==> config.mk <==
export PLATFORM = sky130hd
export DESIGN_NAME = tpc_warp_dispatch
export DESIGN_NICKNAME = d
export VERILOG_FILES = /design/src/rtl/tpc_warp_dispatch.sv
export SDC_FILE = /design/constraint.sdc
export NUM_CORES = 1
export LEC_CHECK = 0
export BUFFER_PORTS_ARGS = -buffer_cell sky130_fd_sc_hd__buf_2
export CAP_MARGIN = 5
export CORE_ASPECT_RATIO = 2
export CORE_UTILIZATION = 51
export DETAILED_ROUTE_END_ITERATION = 10
export PLACE_DENSITY = 0.83
export SLEW_MARGIN = 20
export SYNTH_ARGS = -nofsm -noshare
export SYNTH_HDL_FRONTEND = slang
export SYNTH_SLANG_ARGS = --single-unit
==> constraint.sdc <==
create_clock -name clk -period 3.53 [get_ports clk]
set_clock_uncertainty 0.05 [all_clocks]
set_input_delay 0 -clock clk [delete_from_list [all_inputs] [get_ports clk]]
set_output_delay 0 -clock clk [all_outputs]
set_load 0.02 [all_outputs]
==> src/rtl/tpc_warp_dispatch.sv <==
// Warp dispatcher: accepts a kernel launch, issues one SM request per warp,
// collects per-warp completions by id and pulses kernel_done_o when all have returned.
module tpc_warp_dispatch #(
  parameter int NUM_WARP        = 8,
  parameter int DEPTH_WARP      = 3,
  parameter int CODE_ADDR_WIDTH = 32
) (
  input  logic                       clk,
  input  logic                       rst_n,
  input  logic                       kernel_valid_i,
  output logic                       kernel_ready_o,
  input  logic [CODE_ADDR_WIDTH-1:0] kernel_start_addr_i,
  input  logic [DEPTH_WARP:0]        kernel_num_warp_i,
  output logic                       sm_req_valid_o,
  input  logic                       sm_req_ready_i,
  output logic [CODE_ADDR_WIDTH-1:0] sm_req_start_addr_o,
  input  logic                       sm_rsp_valid_i,
  output logic                       sm_rsp_ready_o,
  input  logic [DEPTH_WARP-1:0]      sm_rsp_wid_i,
  output logic                       kernel_done_o,
  output logic                       busy_o,
  output logic                       err_o
);

  typedef enum logic [1:0] {IDLE, ISSUE, DRAIN, DONE} state_t;

  localparam logic [DEPTH_WARP:0] MAX_CNT = (DEPTH_WARP+1)'(NUM_WARP);
  localparam logic [DEPTH_WARP:0] CNT_ONE = (DEPTH_WARP+1)'(1);

  state_t                     state_reg, state_next;
  logic [CODE_ADDR_WIDTH-1:0] addr_reg, addr_next;
  logic [DEPTH_WARP:0]        num_reg, num_next;
  logic [DEPTH_WARP:0]        issue_cnt_reg, issue_cnt_next;
  logic [DEPTH_WARP:0]        rsp_cnt_reg, rsp_cnt_next;
  logic [NUM_WARP-1:0]        mask_reg, mask_next;
  logic                       err_reg, err_next;

  logic ready_reg, ready_next;
  logic req_valid_reg, req_valid_next;
  logic rsp_ready_reg, rsp_ready_next;
  logic done_reg, done_next;
  logic busy_reg, busy_next;

  logic [NUM_WARP-1:0] wid_onehot;
  logic                launch_hs, req_hs, rsp_hs, rsp_dup;

  for (genvar gi = 0; gi < NUM_WARP; gi++) begin : g_wid_dec
    assign wid_onehot[gi] = (sm_rsp_wid_i == DEPTH_WARP'(gi));
  end

  assign launch_hs = kernel_valid_i && ready_reg;
  assign req_hs    = req_valid_reg && sm_req_ready_i;
  assign rsp_hs    = sm_rsp_valid_i && rsp_ready_reg;
  assign rsp_dup   = |(wid_onehot & mask_reg);

  always_comb begin
    state_next     = state_reg;
    addr_next      = addr_reg;
    num_next       = num_reg;
    issue_cnt_next = issue_cnt_reg;
    rsp_cnt_next   = rsp_cnt_reg;
    mask_next      = mask_reg;
    err_next       = err_reg;

    // Responses are only possible in ISSUE/DRAIN, so this never collides with a launch.
    if (rsp_hs) begin
      if (rsp_dup) begin
        err_next = 1'b1;
      end else begin
        mask_next    = mask_reg | wid_onehot;
        rsp_cnt_next = rsp_cnt_reg + CNT_ONE;
      end
    end

    case (state_reg)
      IDLE: begin
        if (launch_hs) begin
          addr_next      = kernel_start_addr_i;
          issue_cnt_next = '0;
          rsp_cnt_next   = '0;
          mask_next      = '0;
          if (kernel_num_warp_i == '0) begin
            num_next   = '0;
            state_next = DONE;
          end else if (kernel_num_warp_i > MAX_CNT) begin
            num_next   = MAX_CNT;
            err_next   = 1'b1;
            state_next = ISSUE;
          end else begin
            num_next   = kernel_num_warp_i;
            state_next = ISSUE;
          end
        end
      end
      ISSUE: begin
        if (req_hs) begin
          issue_cnt_next = issue_cnt_reg + CNT_ONE;
          if (issue_cnt_next == num_reg) begin
            state_next = DRAIN;
          end
        end
      end
      DRAIN: begin
        if (rsp_cnt_next == num_reg) begin
          state_next = DONE;
        end
      end
      DONE: begin
        state_next = IDLE;
      end
      default: begin
        state_next = IDLE;
      end
    endcase

    // Outputs are registered from the next state so they line up with state_reg.
    ready_next     = (state_next == IDLE);
    req_valid_next = (state_next == ISSUE);
    rsp_ready_next = ((state_next == ISSUE) || (state_next == DRAIN)) &&
                     (rsp_cnt_next < issue_cnt_next);
    done_next      = (state_next == DONE);
    busy_next      = (state_next != IDLE);
  end

  always_ff @(posedge clk or negedge rst_n) begin
    if (!rst_n) begin
      state_reg     <= IDLE;
      addr_reg      <= '0;
      num_reg       <= '0;
      issue_cnt_reg <= '0;
      rsp_cnt_reg   <= '0;
      mask_reg      <= '0;
      err_reg       <= 1'b0;
      ready_reg     <= 1'b1;
      req_valid_reg <= 1'b0;
      rsp_ready_reg <= 1'b0;
      done_reg      <= 1'b0;
      busy_reg      <= 1'b0;
    end else begin
      state_reg     <= state_next;
      addr_reg      <= addr_next;
      num_reg       <= num_next;
      issue_cnt_reg <= issue_cnt_next;
      rsp_cnt_reg   <= rsp_cnt_next;
      mask_reg      <= mask_next;
      err_reg       <= err_next;
      ready_reg     <= ready_next;
      req_valid_reg <= req_valid_next;
      rsp_ready_reg <= rsp_ready_next;
      done_reg      <= done_next;
      busy_reg      <= busy_next;
    end
  end

  assign kernel_ready_o      = ready_reg;
  assign sm_req_valid_o      = req_valid_reg;
  assign sm_req_start_addr_o = addr_reg;
  assign sm_rsp_ready_o      = rsp_ready_reg;
  assign kernel_done_o       = done_reg;
  assign busy_o              = busy_reg;
  assign err_o               = err_reg;

endmodule

# After elaboration in Yosys (flattened, before gate mapping)
# Cells that the tools add are included.
op_classes:
  n_addsub: 2
  order_cmp: 2
  n_eq_ne: 15
  muxes: 25
  bitwise_logic: 2
  n_reduce_logical: 12
op_table:
  columns: ["operator", "count"]
  rows:
  - ["$mux 4", 8]
  - ["$mux 8", 4]
  - ["$eq 3x3->1 const B", 4]
  - ["$mux 2", 5]
  - ["$add 4x1->4 const B", 2]
  - ["$and 8x8->8", 1]
  - ["$eq 2x2->1 const B", 4]
  - ["$eq 4x4->1", 2]
  - ["$or 8x8->8", 1]
  - ["$pmux 2 s4", 1]
  - ["$pmux 4 s2", 1]
  - ["$reduce_or 8->1", 1]
  - ["$eq 3x2->1 const B", 2]
  - ["$mux 1", 6]
  - ["$eq 2x1->1 const B", 2]
  - ["$gt 4x4->1 const B", 1]
  - ["$logic_and 1x1->1", 4]
  - ["$logic_not 2->1", 2]
  - ["$logic_not 4->1", 1]
  - ["$lt 4x4->1", 1]
  - ["$eq 3x1->1 const B", 1]
  - ["$logic_not 3->1", 1]
  - ["$reduce_and 2->1", 1]
  - ["$reduce_bool 2->1", 1]
  - ["$logic_or 1x1->1", 1]
word_totals:
  ff_bits: 60
  input_bits: 44
  output_inout_bits: 38

# Longest topological paths before layout
# Gate-level depths: netlist (run 1).
depth:
  word_depth: 11
  mapped_depth: 11

# Worst setup path after synthesis (run 1)
# OpenSTA, ideal clock, no wires.
synth_path:
  path_kind: "register -> register"
  from: "register mask_reg[0]"
  to: "register rsp_ready_reg (netlist: sm_rsp_ready_o)"
  arrival_ns: 2.487
  required_ns: 3.351
  path_slack_ns: 0.864
  stages_incl_launch_ff: 11
  path_buffers: 1
  period_less_slack_ns: 2.666
  cell_sequence: "dfrtp_1 -> mux2_4 -> a22o_1 -> buf_6 -> or3_4 -> o22a_1 -> o41ai_1 -> ha_1 -> nor2b_1 -> o21ai_0 -> o21ai_0"
synth_between:
  elab_chain_len: 10
synth_lines:
  columns: ["element", "line_no", "source"]
  rows:
  - ["start: declaration", "35", "logic [NUM_WARP-1:0] mask_reg, mask_next;"]
  - ["start signal: assignment", "145", "mask_reg <= mask_next;"]
  - ["$and 8x8->8 *", "54", "assign rsp_dup = |(wid_onehot & mask_reg);"]
  - ["$reduce_or 8->1 *", "54", null]
  - ["$mux 4 *", "67", "if (rsp_dup) begin"]
  - ["$mux 4 *", "66", "if (rsp_hs) begin"]
  - ["$eq 4x4->1", "104", "if (rsp_cnt_next == num_reg) begin"]
  - ["$mux 2", "104", null]
  - ["$pmux 2 s4", "75", "case (state_reg)"]
  - ["$eq 2x1->1 / $eq 2x2->1 (equally long branches)", "119", "rsp_ready_next = ((state_next == ISSUE) || (state_next == DRAIN)) &&"]
  - ["$logic_or 1x1->1", "119", null]
  - ["$logic_and 1x1->1 *", "119", null]
  - ["via rsp_ready_next", "40", "logic rsp_ready_reg, rsp_ready_next;"]
  - ["end signal: assignment", "149", "rsp_ready_reg <= rsp_ready_next;"]
  - ["end: declaration", "40", null]
# Mark *: on every way through the listed nets, which the timed path passes. The rest lies on a longest branch.
# A chain may end at the register's enable or synchronous reset.

# Worst setup path in the final report (run 1)
# Same ends and word-level chain as after synthesis.

==> impl_metrics.tcl, run 1 <==
set metrics [dict create \
    drtIter0Drc 116 \
    finalSetupTns_ns 0 \
    ys_top_cells_by_area "dfrtp_1, nand2_1, ha_1, xnor2_1, a31oi_1" \
    netlist_instances 297 \
    seq_area_frac_synth_pct 54.0 \
    clockBufferDepth 2 \
    postPlaceCellArea_um2 3210 \
    drv_slew 0 \
    cts_root_buf "clkbuf_8" \
    ir_worst_vdd_v 0.000748 \
    place_congestion 0.901 \
    max_stage_delay_ns 0.44 \
    dpl.hpwl_um 4540 \
    critPathCaptureType "flop" \
    vias 2797 \
    criticalPathCategory "reg2reg" \
    cpMostUsedCell "o21ai_0" \
    powerDensity_nw_per_um2 808 \
    cts_resized 0 \
    yosys_most_used_dff "dfrtp_1" \
    leakage_uw 0.00205 \
    synth_area_per_cell_um2 9.37 \
    dieArea_um2 5780 \
    cts.clk_slew.worst_paths_ns 0.07 \
    final_nets 470 \
    reg2regPathDepth 9 \
    async_flop_share_pct 100 \
    grt_overflow 0 \
    cts_made_buffers 9 \
    largest_reg_flops 32 \
    yosysTopAreaCell "dfrtp_1" \
    path_max_fanout 9 \
    r2r_slack_ns 0.66 \
    total_power_uw 3100 \
    cp_data_arrival_time_ns 3.03 \
    die_h_um 106 \
    hp-class "in2reg" \
    grt_max_degree 42 \
    worst_pin_slew_ns 0.637 \
    hold_viol 0 \
    synth_common_cells "nand2_1, dfrtp_1, nor2_1" \
    worst_setup_path_start_kind "flop" \
    period_minus_slack_ns 2.87 \
    diodes 0 \
    wirelength_um 8740 \
    cp_data_required_time_ns 3.69 \
    grt_pass1_vias 2964 \
    grt_use_total_pct 34.0 \
    row_count 37 \
    core-area_um2 5180 \
    setup.worst_path.start "mask_reg[0]" \
    setup_viol 0 \
    port_buffers 81 \
    ys_ff_latch 60 \
    relSlewSlack_pct 57.3 \
    synth_fp_nets 348 \
    ios 82 \
    synth_top_area_share_pct 53.0 \
    cts_tree "done" \
    routedWlPerCell_um 18.1 \
    synth_most_common_cell "nand2_1" \
    synth_cell_type_count 41 \
    yosys_warnings 0 \
    syn_to_final_growth_pct 38.0 \
    grt_pass1_wl_um 13700 \
    vias_per_cell 5.80 \
    run_status "complete, no violations" \
    rsz0062_at_grt "no" \
    crit_path_end "sm_rsp_ready_o" \
    antenna_found_initial 0 \
    syn-cell-area_um2 2780 \
    first_pass_iters 5 \
    htree_levels 3 \
    max_cap_violations 0 \
    start_util_pct 53.7 \
    slowest_stage "o41ai_1" \
    max_freq_mhz 349 \
    drive_gt1_share_pct 25.2 \
    clk_latency_ns 0.34 \
    final_cell_area_um2 3840 \
    clock_sinks 60 \
    ant_nets 0 \
    post-route-period-util_pct 81.2 \
    path_cells "mux2_4 > a22o_1 > or3_4 > o22a_1 > o41ai_1 > ha_1 > nor2b_1 > o21ai_0 > o21ai_0" \
    r2r-end "sm_rsp_ready_o" \
    drcViolationCount 0 \
    timing.rr.start "mask_reg[0]" \
    fp.dieW_um 54.2 \
    synth-edff-count 0 \
]
## where the power goes
part | switching [uW] | internal [uW]
logic | 788 | 449
registers | 225 | 955
clock network | 273 | 413
total | 1290 | 1820
## cells in the final DEF (no fill, tap or decap), types with 2 or more instances in the layout
cell type	instances
clkbuf_8	10
xor2_1	6
o31ai_1	2
ha_1	7
a22o_1	2
nor2_1	19
o41ai_1	2
nor4_1	4
a31oi_1	12
xnor2_1	9
o31a_1	2
mux2i_1	2
mux2_4	2
nand2b_1	4
nor2b_1	3
bufinv_16	2
nor3_2	2
dlygate4sd3_1	41
dfrtp_1	59
mux2_1	2
o21ai_0	8
buf_4	3
buf_2	81
nand2_1	106
inv_1	10
nand3_1	3
clkinv_2	3
## what timing repair did
action	4_1_cts	5_1_grt
setup endpoints to repair	0	0
hold buffers	41	0
setup buffers	0	0
endpoints found under the hold margin	57	0
## worst min path at each step
stage / startpoint / cells past startpoint / endpoint
2_1_floorplan: rst_n / 0 / busy_o
3_3_place_gp: rst_n / 1 / sm_req_start_addr_o[8]
3_5_place_dp: rst_n / 1 / sm_req_start_addr_o[8]
4_1_cts: sm_rsp_wid_i[0] / 3 / mask_reg[5]
5_1_grt: sm_rsp_wid_i[2] / 4 / mask_reg[0]
6_report: sm_rsp_wid_i[0] / 3 / mask_reg[5]
## critical path, delay by kind of cell (launching register included)
family,cells,cell delay (ns)
AO/OA/AOI/OAI,5,1.18
adder cells (fa/ha/maj),1,0.31
flip-flops,1,0.38
AND/OR/NAND/NOR,2,0.54
multiplexers,1,0.27
## per-stage QoR
step	util [%]	setup slack, ns	hold slack, ns	instances
after global routing	74.1	0.538	0.0620	482
after global placement	62.0	0.772	-0.0852	425
after floorplan	-	0.864	-0.346	297
final	74.1	0.665	0.0321	482
after detailed placement	62.0	0.670	-0.0842	425
after CTS	74.1	0.660	0.0129	482
## logic make-up (layout without fill, tap and decap cells)
| kind of cell | Yosys count | count (layout) | synth area share [%] |
|---|---|---|---|
| compound gates | 34 | 34 | 8.18 |
| xor+xnor | 15 | 15 | 4.72 |
| fa+ha+maj | 7 | 7 | 3.15 |
| buf+inv | 24 | 151 | 4.05 |
| flops | 60 | 60 | 54.0 |
| mux | 7 | 7 | 3.01 |
| simple gates | 150 | 150 | 22.9 |
## per-layer routing
| metal | vias up | wire length [um] | GRT usage (%) |
|---|---|---|---|
| li1 | 1224 | - | - |
| met1 | 1366 | 2980 | 35.9 |
| met2 | 156 | 4740 | 56.9 |
| met3 | 51 | 499 | 7.58 |
| met4 | 0 | 519 | 21.6 |
| met5 | - | 0 | 0 |
## area by class of cell
class                           instances  area, um^2
Sequential cell                        60        1500
Fill cell                             305        1340
Multi-Input combinational cell        213        1170
Timing Repair Buffer                  125         838
Clock buffer                           11         141
Clock inverter                          5        75.1
Tap cell                               58        72.6
Inverter                               10        37.5
Power figures use the tool's default switching activity.
==> run 2, diff against run 1 <==
- ABC_AREA: default -> 1
- CORE_UTILIZATION: 51 -> 47
- PLACE_DENSITY: 0.83 -> 0.8
- clock period: 3.53 -> 2.4 ns (I/O delays scaled with it)
==> run 2 against run 1 <==
  * Synthesized area is 3.5% higher
  * Final cell count is 9.3% higher
  * Core utilization decreased by 5.4 points
  * Highest routed layer unchanged
  * Fmax is 21% higher
==> impl_metrics.tcl, run 2 <==
set metrics [dict create \
    syn_to_final_growth_pct 42.0 \
    synth-edff-count 0 \
    grt_max_degree 42 \
    largest_reg_flops 32 \
    vias 2839 \
    path_max_fanout 3 \
    wirelength_um 8560 \
    final_common_cell "nand2_1" \
    hold_viol 0 \
    first_pass_iters 5 \
    start_util_pct 48.4 \
    hp-class "in2reg" \
    worst_setup_path_start_kind "flop" \
    setup_viol 0 \
    cts_tree "done" \
    vias_per_cell 5.39 \
    leakage_uw 0.00222 \
    ir_worst_vdd_v 0.00107 \
    switching_share_pct 40.4 \
    ys_top_cells_by_area "dfrtp_1, nand2_1, inv_1, ha_1, nor2_1" \
    post-route-period-util_pct 98.9 \
    cts.clk_slew.worst_paths_ns 0.05 \
    run_status "complete, no violations" \
    dpl.hpwl_um 4850 \
    p_seq_share_pct 33.2 \
    switchingPower_uw 2120 \
    grt_pass1_vias 2968 \
    fp.dieW_um 57.4 \
    ys_ff_latch 60 \
    cp_data_arrival_time_ns 2.58 \
    p_comb_share_pct 40.9 \
    clk_latency_ns 0.33 \
    dieArea_um2 6460 \
    cts_made_buffers 9 \
    place_congestion 0.850 \
    period_minus_slack_ns 2.37 \
    synth_cell_type_count 31 \
    p_clk_share_pct 25.9 \
    seq_area_frac_synth_pct 52.2 \
    die_h_um 113 \
    synth_area_per_cell_um2 8.68 \
    drive_gt1_share_pct 28.9 \
    synth_fp_nets 383 \
    clock_sinks 60 \
    p_int_uw 3120 \
    cp_data_required_time_ns 2.60 \
    relSlewSlack_pct 41.1 \
    drtIter0Drc 171 \
    synth_top_area_share_pct 51.3 \
    netlist_instances 332 \
    cpLargestDelayFamily "adder cells" \
    grt_use_total_pct 27.5 \
    whs_ns 0.0725 \
    grt_overflow 0 \
    synth_most_common_cell "nand2_1" \
    drv_slew 0 \
    slowest_stage "dfrtp_1" \
    clockBufferDepth 2 \
    final_nets 510 \
    antenna_found_initial 0 \
    worst_pin_slew_ns 0.883 \
    ant_nets 0 \
    ios 82 \
    critPathBufInv 1 \
    max_stage_delay_ns 0.40 \
    drcViolationCount 0 \
    syn-cell-area_um2 2880 \
    total_power_uw 5230 \
    grt_pass1_wl_um 13300 \
    cts_root_buf "clkbuf_16" \
    htree_levels 3 \
    core-area_um2 5960 \
    row_count 40 \
    yosysTopAreaCell "dfrtp_1" \
    powerDensity_nw_per_um2 1280 \
    diodes 0 \
    synth_common_cells "nand2_1, dfrtp_1, inv_1" \
    routedWlPerCell_um 16.2 \
    criticalPathCategory "reg2reg" \
    yosys_warnings 0 \
    yosys_most_used_dff "dfrtp_1" \
    async_flop_share_pct 100 \
    max_freq_mhz 421 \
    port_buffers 81 \
    max_cap_violations 0 \
    path_cells "ha_1 > inv_1 > nand2_1 > nand4_1 > a21oi_1 > o211ai_1 > o211ai_1 > nand3_1 > ha_1 > nand2_1 > nor3_2" \
    layout_common_cells "nand2_1, buf_2, dfrtp_1" \
    critPathCaptureType "flop" \
]
[run 2: cell count changes after synthesis, moves of 5 or more]
cell and change:
xnor2_1 -7, a41oi_1 +6, nand2_2 +7, a21oi_1 +8, nand2_1 +21, clkbuf_1 -5, nand4_1 +7, nand3_1 +8
a31oi_1 -10, inv_1 +15
[run 2: repair_timing]
item	CTS	global route
setup endpoints to repair	0	4
hold buffers	40	0
endpoints found under the hold margin	75	0
gates resized for setup	0	3
buffers inserted	0	3
[run 2: logic make-up after synthesis]
group	count (synthesis)	synth area share [%]
xor gates and xnor gates	6	2.30
DFF	60	52.2
and+or+nand+nor	189	29.8
adders and majority gates	7	3.04
AOI/OAI and AO/OA	29	6.30
buffers and inverters	41	6.43
[run 2: path summary, 6_finish.rpt]
path,from,slack (ns),cells past startpoint,endpoint
worst max register to register,issue_cnt_reg[0],0.03,11,sm_rsp_ready_o
max in group asynchronous,rst_n,1.30,3,sm_req_start_addr_o[17]
worst max-delay path,issue_cnt_reg[0],0.03,11,sm_rsp_ready_o
worst min register to register,err_o,0.41,2,err_o
min in group asynchronous,rst_n,0.29,2,sm_req_start_addr_o[24]
worst min-delay path,sm_rsp_wid_i[2],0.07,3,mask_reg[4]
[run 2: worst reg2reg max path, stage by stage, from the launching register on]
cell      delay (ns)
dfrtp_1         0.40
ha_1            0.31
inv_1           0.07
nand2_1         0.06
nand4_1         0.11
a21oi_1         0.13
o211ai_1        0.14
o211ai_1        0.35
nand3_1         0.16
ha_1            0.32
nand2_1         0.06
nor3_2          0.14
[run 2: routing by layer]
layer | part of all wire, % | track usage, %
met5 | 0 | 0
met4 | 5.4 | 20.8
met3 | 3.9 | 4.46
met2 | 58 | 50.2
met1 | 33 | 26.0
[run 2: metrics by stage]
stage | setup TNS [ns] | utilization [%] | worst slack [ns] | std cells | instance area [um^2]
after global placement | 0 | 56.0 | 0.255 | 468 | 3330
final | 0 | 68.7 | 0.0252 | 527 | 4090
after floorplan | 0 | - | 0.188 | 332 | 2880
after CTS | 0 | 68.1 | 0.0562 | 524 | 4060
after detailed placement | 0 | 56.0 | 0.170 | 468 | 3330
after global routing | -0.0452 | 68.7 | -0.0452 | 527 | 4090
[run 2: layout make-up]
| class | instances | area [um^2] |
|---|---|---|
| Clock buffer | 13 | 280 |
| Clock inverter | 3 | 42.5 |
| Fill cell | 394 | 1870 |
| Inverter | 28 | 114 |
| Multi-Input combinational cell | 231 | 1200 |
| Sequential cell | 60 | 1500 |
| Tap cell | 63 | 78.8 |
| Timing Repair Buffer | 129 | 870 |
[run 2: power groups by stage]
stage | clock network (uW) | logic (uW) | registers [uW]
final | 1350 | 2140 | 1740
after global routing | 1400 | 2320 | 1780
after CTS | 1350 | 2020 | 1720
after detailed placement | 0 | 1950 | 1720
after global placement | 0 | 1890 | 1700
after floorplan | 0 | 987 | 2050
==> run 3, diff against run 2 <==
- ABC_AREA: 1 -> default
- CORE_UTILIZATION: 47 -> 46
- PLACE_DENSITY: 0.8 -> 0.79
==> run 3 against run 2 <==
  * The flow now finishes with violations (design-rule violations, negative setup slack)
  * Via count down 8.7%
  * Register-to-register slack worse by 0.07 ns
  * Global-route usage down 2.3 points
  * Critical path depth down 2
  * Combinational power down 11%
  * Design area down 0.67%
  * Power down 7.4%
  * Sequential power down 4%
  * Fmax down 3.0%
  * Routed wire length down 15%
  * Core utilization up 1.9 points
  * Non-clock buffer count up 5
  * Critical path type unchanged
==> impl_metrics.tcl, run 3 (same netlist as run 1, synthesis figures left out) <==
set metrics [dict create \
    powerDensity_nw_per_um2 1190 \
    htree_levels 3 \
    dp_slack_ns -0.160 \
    setup_viol 1 \
    critPathBufInv 0 \
    max_cap_violations 0 \
    dieArea_um2 6390 \
    cp_data_required_time_ns 2.56 \
    p_int_uw 3030 \
    drive_gt1_share_pct 29.3 \
    cts_tree "done" \
    p_seq_share_pct 34.5 \
    grt_pass1_vias 2673 \
    routedWlPerCell_um 14.7 \
    syn_to_final_growth_pct 45.9 \
    first_pass_iters 7 \
    p_clk_share_pct 26.0 \
    total_power_uw 4850 \
    drv_slew 0 \
    cts_root_buf "clkbuf_16" \
    clk_latency_ns 0.32 \
    ant_nets 0 \
    p_comb_share_pct 39.4 \
    criticalPathCategory "reg2reg" \
    dpl.hpwl_um 4660 \
    hp-class "in2reg" \
    worst_pin_slew_ns 0.724 \
    num-fill-cells 418 \
    drtIter0Drc 98 \
    worst_setup_path_start_kind "flop" \
    cp_data_arrival_time_ns 2.61 \
    path_max_fanout 2 \
    diodes 0 \
    final_nets 479 \
    run_status "complete, but fails checks" \
    violations "design-rule violations, negative setup slack" \
    die_h_um 112 \
    slowest_stage "dfrtp_1" \
    period_minus_slack_ns 2.45 \
    critPathCaptureType "flop" \
    clockBufferDepth 2 \
    max_stage_delay_ns 0.38 \
    grt_overflow 0 \
    largest_reg_flops 32 \
    core-area_um2 5760 \
    ios 82 \
    layout_setup_ws_ns -0.0492 \
    vias_per_cell 5.25 \
    leakage_uw 0.00218 \
    ir_worst_vdd_v 0.000685 \
    relSlewSlack_pct 51.7 \
    cts.clk_slew.worst_paths_ns 0.05 \
    clock_sinks 60 \
    layout_common_cells "nand2_1, buf_2, dfrtp_1" \
    port_buffers 81 \
    drcViolationCount 2 \
    fp.dieW_um 57.0 \
    cpMostUsedCell "o21ai_1" \
    rsz0062_at_grt "yes" \
    final_common_cell "nand2_1" \
    antenna_found_initial 0 \
    cts_made_buffers 9 \
    vias 2592 \
    grt_pass1_wl_um 12200 \
    row_count 39 \
    path_cells "mux2_4 > a22o_1 > or3_4 > o22a_1 > o41ai_2 > ha_1 > nor2b_4 > o21ai_1 > o21ai_1" \
    switchingPower_uw 1820 \
    grt_use_total_pct 25.1 \
    start_util_pct 48.3 \
    cpLargestDelayFamily "compound AO/OA/AOI/OAI gates" \
    max_freq_mhz 408 \
    grt_max_degree 41 \
    switching_share_pct 37.5 \
    hold_viol 0 \
    place_congestion 0.897 \
    wirelength_um 7290 \
    post-route-period-util_pct 102 \
]
-- run 3: cell count changes in the layout (fill, tap and decap cells not counted), moves of 8 or more --
cell,change
nand2_1,-21
a31oi_1,+10
a21oi_1,-8
nand3_1,-8
inv_1,-14
-- run 3: path summary, 6_finish.rpt --
kind	startpoint	end	slack, ns	cells after the start
max in group asynchronous	rst_n	kernel_ready_o	1.39	3
worst max register to register	mask_reg[6]	sm_rsp_ready_o	-0.05	9
min in group asynchronous	rst_n	mask_reg[2]	0.23	2
worst max-delay path	mask_reg[6]	sm_rsp_ready_o	-0.05	9
worst min-delay path	sm_rsp_wid_i[1]	mask_reg[0]	0.09	4
worst min register to register	sm_req_start_addr_o[31]	sm_req_start_addr_o[31]	0.41	2
-- run 3: through the flow --
| stage | util [%] | TNS [ns] | std cells | cell area, um^2 | hold slack (ns) |
|---|---|---|---|---|---|
| 6_report | 70.6 | -0.0492 | 494 | 4060 | 0.0939 |
| 5_1_grt | 70.6 | -0.187 | 494 | 4060 | 0.102 |
| 4_1_cts | 69.8 | -0.111 | 493 | 4020 | 0.0579 |
| 3_5_place_dp | 57.9 | -0.160 | 439 | 3340 | 0.0501 |
| 3_3_place_gp | 57.9 | -0.123 | 439 | 3340 | 0.0290 |
| 2_1_floorplan | - | -0.184 | 297 | 2810 | -0.346 |
-- run 3: routing by layer --
layer  GRT usage, %  up-vias  part of all wire [%]  wire length [um]
li1               -     1242                     -                 -
met5              0        -                     0                 0
met4           20.5        0                   4.9               360
met2           42.6       89                    54              3950
met1           26.7     1228                    37              2720
met3           3.92       33                   3.5               252
-- run 3: power groups by stage --
stage          combinational (uW)  clock [uW]  sequential (uW)
4_1_cts                      1860        1290             1660
3_3_place_gp                 1770           0             1660
3_5_place_dp                 1810           0             1670
6_report                     1910        1260             1670
5_1_grt                      2090        1330             1720
2_1_floorplan                 880           0             1970
-- run 3: tightest hold or removal path: cells and delay by family --
| family | cells | cell delay [ns] |
|---|---|---|
| simple gates | 2 | 0.14 |
| buf+inv | 1 | 0.11 |
| compound gates | 1 | 0.17 |
-- run 3: layout make-up --
class | instances | area, um^2 | share of cell area [%]
inverters | 10 | 37.5 | 0.924
flip-flops and latches | 60 | 1500 | 37.0
well taps | 61 | 76.3 | 1.88
clock inverters | 5 | 50.0 | 1.23
clock buffers | 11 | 253 | 6.22
multi-input cells | 213 | 1220 | 30.2
repair buffers | 134 | 918 | 22.6
-- run 3: timing repair --
action,CTS,global route
endpoints found under the setup margin,1,1
hold buffers,38,0
pin swaps,1,5
gates resized for setup,0,6
setup buffers,0,1
hold endpoints to repair,69,0
